[src/rtl/sevenseg_scan_driver_if.sv]
// Datapath-facing bundle of the seven-segment scan driver: display request in,
// board pin levels and frame marker out.
interface sevenseg_scan_driver_if #(
  parameter int NUM_DIGITS = 4
);
  logic [4*NUM_DIGITS-1:0] value;
  logic [NUM_DIGITS-1:0]   dp_en;
  logic [NUM_DIGITS-1:0]   digit_en;
  logic                    lz_blank;
  logic                    load;
  logic [7:0]              segments;
  logic [NUM_DIGITS-1:0]   anodes;
  logic                    frame_start;

  modport master (
    output value, dp_en, digit_en, lz_blank, load,
    input  segments, anodes, frame_start
  );

  modport slave (
    input  value, dp_en, digit_en, lz_blank, load,
    output segments, anodes, frame_start
  );
endinterface

[src/rtl/sevenseg_scan_driver.sv]
// Time-multiplexed N-digit hex display driver with double-buffered loading,
// leading-zero blanking, per-digit enables and anti-ghosting blank time.

// One digit's glyph: hex decode, leading-zero suppression and the "still worth
// lighting" flag (a blanked digit stays lit only to show its dot).
module sevenseg_digit #(
  parameter bit LZ_OK = 1'b1
) (
  input  logic [3:0] nib,
  input  logic       dp,
  input  logic       tail_zero,
  input  logic       lz_blank,
  output logic [7:0] seg,
  output logic       lit
);
  logic [6:0] glyph;
  logic       blank;

  always_comb begin
    glyph = 7'b0000000;
    case (nib)
      4'h0: glyph = 7'b1111110;
      4'h1: glyph = 7'b0110000;
      4'h2: glyph = 7'b1101101;
      4'h3: glyph = 7'b1111001;
      4'h4: glyph = 7'b0110011;
      4'h5: glyph = 7'b1011011;
      4'h6: glyph = 7'b1011111;
      4'h7: glyph = 7'b1110000;
      4'h8: glyph = 7'b1111111;
      4'h9: glyph = 7'b1110011;
      4'hA: glyph = 7'b1110111;
      4'hB: glyph = 7'b0011111;
      4'hC: glyph = 7'b1001110;
      4'hD: glyph = 7'b0111101;
      4'hE: glyph = 7'b1001111;
      4'hF: glyph = 7'b1000111;
      default: glyph = 7'b0000000;
    endcase
  end

  assign blank = LZ_OK && lz_blank && tail_zero;
  assign seg   = {(blank ? 7'b0000000 : glyph), dp};
  assign lit   = !blank || dp;
endmodule

module sevenseg_scan_driver #(
  parameter int NUM_DIGITS     = 4,
  parameter int REFRESH_DIV    = 100000,
  parameter int BLANK_CYCLES   = 2,
  parameter bit SEG_ACTIVE_LOW = 1'b1,
  parameter bit AN_ACTIVE_LOW  = 1'b1
) (
  input  logic                     clk,
  input  logic                     rst_n,
  sevenseg_scan_driver_if.slave    bus
);
  localparam int CW = (REFRESH_DIV > 2) ? $clog2(REFRESH_DIV) : 1;
  localparam int IW = (NUM_DIGITS > 1) ? $clog2(NUM_DIGITS) : 1;
  localparam logic [CW-1:0]         CNT_MAX   = CW'(REFRESH_DIV - 1);
  localparam logic [CW-1:0]         BLANK_END = CW'(BLANK_CYCLES);
  localparam logic [IW-1:0]         IDX_MAX   = IW'(NUM_DIGITS - 1);
  localparam logic [7:0]            SEG_OFF   = SEG_ACTIVE_LOW ? 8'hFF : 8'h00;
  localparam logic [NUM_DIGITS-1:0] AN_OFF    = {NUM_DIGITS{AN_ACTIVE_LOW}};

  typedef struct packed {
    logic [NUM_DIGITS-1:0][3:0] val;
    logic [NUM_DIGITS-1:0]      dp;
  } disp_buf_t;

  logic [CW-1:0]              cnt;
  logic [IW-1:0]              idx;
  disp_buf_t                  act, pend_buf, in_buf;
  logic                       pend;
  logic                       last_cnt, wrap;
  logic [7:0]                 seg_q, seg_nx;
  logic [NUM_DIGITS-1:0]      an_q, an_nx;
  logic                       fs_q;
  logic [NUM_DIGITS-1:0]      tail_zero;
  logic [NUM_DIGITS-1:0][7:0] dig_seg;
  logic [NUM_DIGITS-1:0]      dig_lit;

  assign in_buf   = {bus.value, bus.dp_en};
  assign last_cnt = (cnt == CNT_MAX);
  assign wrap     = last_cnt && (idx == IDX_MAX);

  // tail_zero[i]: active nibbles i..NUM_DIGITS-1 are all zero
  always_comb begin
    logic z;
    z         = 1'b1;
    tail_zero = '0;
    for (int i = NUM_DIGITS - 1; i >= 0; i--) begin
      z            = z && (act.val[i] == 4'h0);
      tail_zero[i] = z;
    end
  end

  for (genvar i = 0; i < NUM_DIGITS; i++) begin : g_dig
    sevenseg_digit #(.LZ_OK(i != 0)) u_dig (
      .nib       (act.val[i]),
      .dp        (act.dp[i]),
      .tail_zero (tail_zero[i]),
      .lz_blank  (bus.lz_blank),
      .seg       (dig_seg[i]),
      .lit       (dig_lit[i])
    );
  end

  // Active-high view of the next pin state; polarity is applied at the register.
  always_comb begin
    seg_nx = '0;
    an_nx  = '0;
    if (cnt >= BLANK_END) begin
      for (int i = 0; i < NUM_DIGITS; i++) begin
        if (idx == IW'(i)) begin
          seg_nx   = dig_seg[i];
          an_nx[i] = dig_lit[i] && bus.digit_en[i];
        end
      end
    end
  end

  always_ff @(posedge clk) begin
    if (!rst_n) begin
      cnt      <= '0;
      idx      <= '0;
      act      <= '0;
      pend_buf <= '0;
      pend     <= 1'b0;
      seg_q    <= SEG_OFF;
      an_q     <= AN_OFF;
      fs_q     <= 1'b0;
    end else begin
      cnt <= last_cnt ? '0 : cnt + CW'(1);
      if (last_cnt) idx <= (idx == IDX_MAX) ? '0 : idx + IW'(1);
      // Active only changes at the frame boundary so a frame never mixes values.
      if (wrap) begin
        if (bus.load)  act <= in_buf;
        else if (pend) act <= pend_buf;
        pend <= 1'b0;
      end else if (bus.load) begin
        pend_buf <= in_buf;
        pend     <= 1'b1;
      end
      seg_q <= seg_nx ^ SEG_OFF;
      an_q  <= an_nx ^ AN_OFF;
      fs_q  <= wrap;
    end
  end

  assign bus.segments    = seg_q;
  assign bus.anodes      = an_q;
  assign bus.frame_start = fs_q;
endmodule

[src/flat_wrapper.sv]
// flat-port wrapper written by rule: the top's interface ports become plain ports
module sevenseg_scan_driver_flat 
#(
  parameter int NUM_DIGITS     = 4,
  parameter int REFRESH_DIV    = 100000,
  parameter int BLANK_CYCLES   = 2,
  parameter bit SEG_ACTIVE_LOW = 1'b1,
  parameter bit AN_ACTIVE_LOW  = 1'b1
)
  (clk, rst_n, bus_value, bus_dp_en, bus_digit_en, bus_lz_blank, bus_load, bus_segments, bus_anodes, bus_frame_start);
  sevenseg_scan_driver_if #(.NUM_DIGITS(NUM_DIGITS)) bus_i ();
  input  logic clk;
  input  logic rst_n;
  input wire logic [$bits(bus_i.value)-1:0] bus_value;
  input wire logic [$bits(bus_i.dp_en)-1:0] bus_dp_en;
  input wire logic [$bits(bus_i.digit_en)-1:0] bus_digit_en;
  input wire logic [$bits(bus_i.lz_blank)-1:0] bus_lz_blank;
  input wire logic [$bits(bus_i.load)-1:0] bus_load;
  output wire logic [$bits(bus_i.segments)-1:0] bus_segments;
  output wire logic [$bits(bus_i.anodes)-1:0] bus_anodes;
  output wire logic [$bits(bus_i.frame_start)-1:0] bus_frame_start;
  assign bus_i.value = bus_value;
  assign bus_i.dp_en = bus_dp_en;
  assign bus_i.digit_en = bus_digit_en;
  assign bus_i.lz_blank = bus_lz_blank;
  assign bus_i.load = bus_load;
  assign bus_segments = bus_i.segments;
  assign bus_anodes = bus_i.anodes;
  assign bus_frame_start = bus_i.frame_start;
  sevenseg_scan_driver #(.NUM_DIGITS(NUM_DIGITS), .REFRESH_DIV(REFRESH_DIV), .BLANK_CYCLES(BLANK_CYCLES), .SEG_ACTIVE_LOW(SEG_ACTIVE_LOW), .AN_ACTIVE_LOW(AN_ACTIVE_LOW)) u_core (.clk(clk), .rst_n(rst_n), .bus(bus_i));
endmodule
[config.mk]
export PLATFORM = sky130hd
export DESIGN_NAME = sevenseg_scan_driver_flat
export DESIGN_NICKNAME = d
export VERILOG_FILES = /design/src/rtl/sevenseg_scan_driver_if.sv /design/src/rtl/sevenseg_scan_driver.sv /design/src/flat_wrapper.sv
export SDC_FILE = /design/constraint.sdc
export NUM_CORES = 1
export LEC_CHECK = 0
export ABC_AREA = 1
export CAP_MARGIN = 20
export CELL_PAD_IN_SITES_DETAIL_PLACEMENT = 1
export CELL_PAD_IN_SITES_GLOBAL_PLACEMENT = 2
export CORE_ASPECT_RATIO = 0.7
export CORE_MARGIN = 2
export CORE_UTILIZATION = 33
export DETAILED_ROUTE_END_ITERATION = 10
export GPL_TIMING_DRIVEN = 0
export PLACE_DENSITY = 0.78
export SLEW_MARGIN = 20
export SYNTH_ARGS = -nofsm -noshare
export SYNTH_HDL_FRONTEND = slang
export SYNTH_SLANG_ARGS = --single-unit
[constraint.sdc]
create_clock -name clk -period 3.4 [get_ports clk]
set_clock_uncertainty 0.2 [all_clocks]
set_input_delay 0.68 -clock clk [delete_from_list [all_inputs] [get_ports clk]]
set_output_delay 0.68 -clock clk [all_outputs]
set_load 0.02 [all_outputs]
==> flow_metrics.tcl <==
set metrics [dict create \
    status "complete, no violations" \
    yosysUniqueCellTypes 37 \
    route.antenna.remaining_nets 0 \
    swShare_pct 23.5 \
    ys_warn_count 0 \
    start_util_pct 33.7 \
    port-buffer-count 39 \
    grt_pass1_vias 4936 \
    wirelength_um 15800 \
    r2r_slack_ns 0.24 \
    critPathArrivalTime_ns 3.21 \
    leakagePower_nw 2.63 \
    worst_pin_slew_ns 0.723 \
    yosysSeqAreaShare_pct 38.7 \
    seqPwrFrac_pct 47.3 \
    drt-pass1-iter-count 4 \
    path_cells "ha_1, nand2_1, inv_1, nand2_1, nor2_1, nand3_1, nor2_4, buf_6, nor2_1, nor2_2, inv_1, ha_1, inv_1, nand4_1, nand3_1, nand2_1" \
    grt.overflow.total 0 \
    ys_ff_latch 101 \
    finalHoldViolCount 0 \
    cp-start-kind "register" \
    drv_slew 0 \
    grt_pass1_wl_um 26000 \
    clk_pin_slew_ns 0.07 \
    rows 38 \
    gr-usage-met1_pct 28.0 \
    synthesis.nets 799 \
    use_met2_pct 31.7 \
    hold_start "u_core.cnt[0]" \
    syn_area_sq_mm 0.00523 \
    dieArea_sq_mm 0.0169 \
    clock_path_buffers 2 \
    clock.fmax_mhz 316 \
    endpoint_kind "register" \
    fin_crit_ns 3.16 \
    drt_iter0_drc 182 \
    p_int_mw 1.98 \
    dieHeight_um 109 \
    multi_input_area_sq_mm 0.00283 \
    cap_violations 0 \
    r2r_end "u_core.g_dig[3].u_dig.glyph[2]" \
    powerDensity_mw_per_mm2 417 \
    ioPinCount 41 \
    root_buffer "clkbuf_16" \
    synthTopCellsByArea "dfxtp_1 (39%), nand2_1 (14%), ha_1 (8.1%), nor2_1 (7.3%), inv_1 (4.7%)" \
    fin_tns_setup_ns 0 \
    vias 4845 \
    post_cts_buffers 0 \
    synth_enable_flop_cells 0 \
    post_synth.cell_area_avg_sq_um 7.09 \
    period_share_pct 93.0 \
    drc 0 \
    hold_path.class "register to register" \
    syn_inst 737 \
    cpPeakStageDelay_ns 0.38 \
    synth_most_common_cell "nand2_1" \
    power_switching_uw 610 \
    synth_top_area_cell "dfxtp_1" \
    hpwl_um 12400 \
    core_area_sq_mm 0.0155 \
    ff2ff_path_depth 16 \
    worstReg2RegStart "u_core.cnt[1]" \
    synthTopCellsByCount "nand2_1 (198), nor2_1 (102), dfxtp_1 (101)" \
    irDropWorstVdd_v 0.000203 \
    die_w_um 154 \
    critical_path_class "register to register" \
    crit_fanout 10 \
    fill_cells 1941 \
    cts_tree "built" \
    top_usage_layer "met2" \
    register_area_sq_mm 0.00202 \
    whs_endpoint "u_core.cnt[0]" \
    grt_use_met3_pct 4.26 \
    fin_nets 849 \
    clkPwrFrac_pct 44.8 \
    rsz0062_at_grt "false" \
    slew_headroom_pct 51.8 \
    cp_slowest_cell "dfxtp_1" \
    gp_congestion 0.837 \
    syn_to_final_growth_pct 18.9 \
    antenna_found_initial 0 \
    grt_max_degree 17 \
    power_frac_comb_pct 7.9 \
    ys.flop_type "dfxtp_1" \
    grtUsageTotal_pct 19.9 \
    setup_viol 0 \
    cts_num_sinks 101 \
    vias_per_cell 4.88 \
    n_antenna_cell 0 \
    cts_buffers 9 \
    wl_per_cell_um 15.9 \
    critPathRequiredTime_ns 3.45 \
    clkLatencyLatePin_ns 0.36 \
    design_power_total_mw 2.59 \
    htreeDepth 3 \
    yosysTopAreaCellShare_pct 38.7 \
    ys_async_sr_fraction_pct 0 \
    min_path_cells 1 \
    drive_gt1_share_pct 7.70 \
]
==> critical path, delay by kind of cell, from the launching register on <==
| family | cells | cell delay (ns) |
|---|---|---|
| simple gates | 10 | 1.50 |
| buf+inv | 4 | 0.54 |
| fa+ha+maj | 2 | 0.42 |
| flops | 1 | 0.38 |
==> registers in the layout, summed over array words and instances (netlist names) <==
| register | count |
|---|---|
| u_core.bus.frame_start | 1 |
| u_core.cnt | 17 |
| u_core.bus.anodes | 4 |
| u_core.act | 20 |
| u_core.g_dig.u_dig.glyph | 28 |
| u_core.idx | 2 |
| u_core.pend | 1 |
| u_core.pend_buf | 20 |
| u_core.bus.segments | 8 |
==> per-layer routing <==
metal,up-vias,wire (um)
met5,-,0
met3,11,421
li1,2472,-
met2,58,6750
met4,0,161
met1,2304,8440
==> through the flow <==
step	hold slack [ns]	std cells	setup slack, ns	utilization, %	area [sq um]
after CTS	0.273	992	0.0788	40.0	6200
final	0.267	992	0.239	40.1	6220
after global placement	0.245	976	-0.235	37.9	5870
after detailed placement	0.259	976	-0.281	37.9	5870
after floorplan	0.230	737	0.856	-	5230
after global routing	0.304	992	0.00471	40.1	6220
==> final cells by class <==
cell class              instances  area share (%)
clock buffers                  12            4.13
well taps                     200            4.02
repair buffers                 39            6.28
multi-input cells             537            45.4
inverters                      73            4.41
clock inverters                 4            1.25
flip-flops and latches        101            32.5
plain buffers                  26            1.95
==> cells by family (layout without fill, tap and decap cells) <==
kind of cell	after synthesis	in the layout	synth area share, %
simple gates	412	412	35.1
flops	101	101	38.7
buf+inv	99	154	7.54
compound gates	84	84	9.31
fa+ha+maj	34	34	8.14
mux	4	4	0.766
xor+xnor	3	3	0.503
==> worst max path at each step <==
| stage | from | to | slack [ns] | depth (start not counted) |
|---|---|---|---|---|
| floorplan | bus_load | u_core.g_dig[2].u_dig.glyph[3] | 0.86 | 11 |
| global placement | bus_load | u_core.g_dig[2].u_dig.glyph[2] | -0.23 | 15 |
| detailed placement | bus_load | u_core.g_dig[2].u_dig.glyph[2] | -0.28 | 15 |
| CTS | bus_load | u_core.g_dig[3].u_dig.glyph[2] | 0.08 | 15 |
| global route | u_core.cnt[1] | u_core.g_dig[3].u_dig.glyph[2] | 0.005 | 16 |
| finish | u_core.cnt[1] | u_core.g_dig[3].u_dig.glyph[2] | 0.24 | 16 |
==> power by group through the flow <==
stage	Combinational (mW)	Clock, mW	Sequential (mW)
after detailed placement	0.206	0	1.25
final	0.205	1.16	1.23
after global placement	0.202	0	1.25
after global routing	0.229	1.23	1.23
after CTS	0.207	1.20	1.23
after floorplan	0.0975	0	1.26
==> cells in the final DEF, fill, tap and decap left out, types with 5 or more instances in the layout <==
cell,count
nand2_1,198
dfxtp_1,101
nor2_1,97
inv_1,66
nand3_1,48
o21ai_0,39
clkdlybuf4s50_1,39
nand4_1,34
ha_1,34
a21oi_1,23
clkbuf_1,15
clkbuf_16,9
inv_2,7
nor2_2,7
nor3_1,7
nor2_4,6
buf_2,6
nand2_2,5
==> repair_timing <==
action,in CTS,in global routing
hold buffers,0,0
resized for setup,0,7
setup endpoints to repair,0,23
No activity file was read; power rests on OpenSTA's default activity.
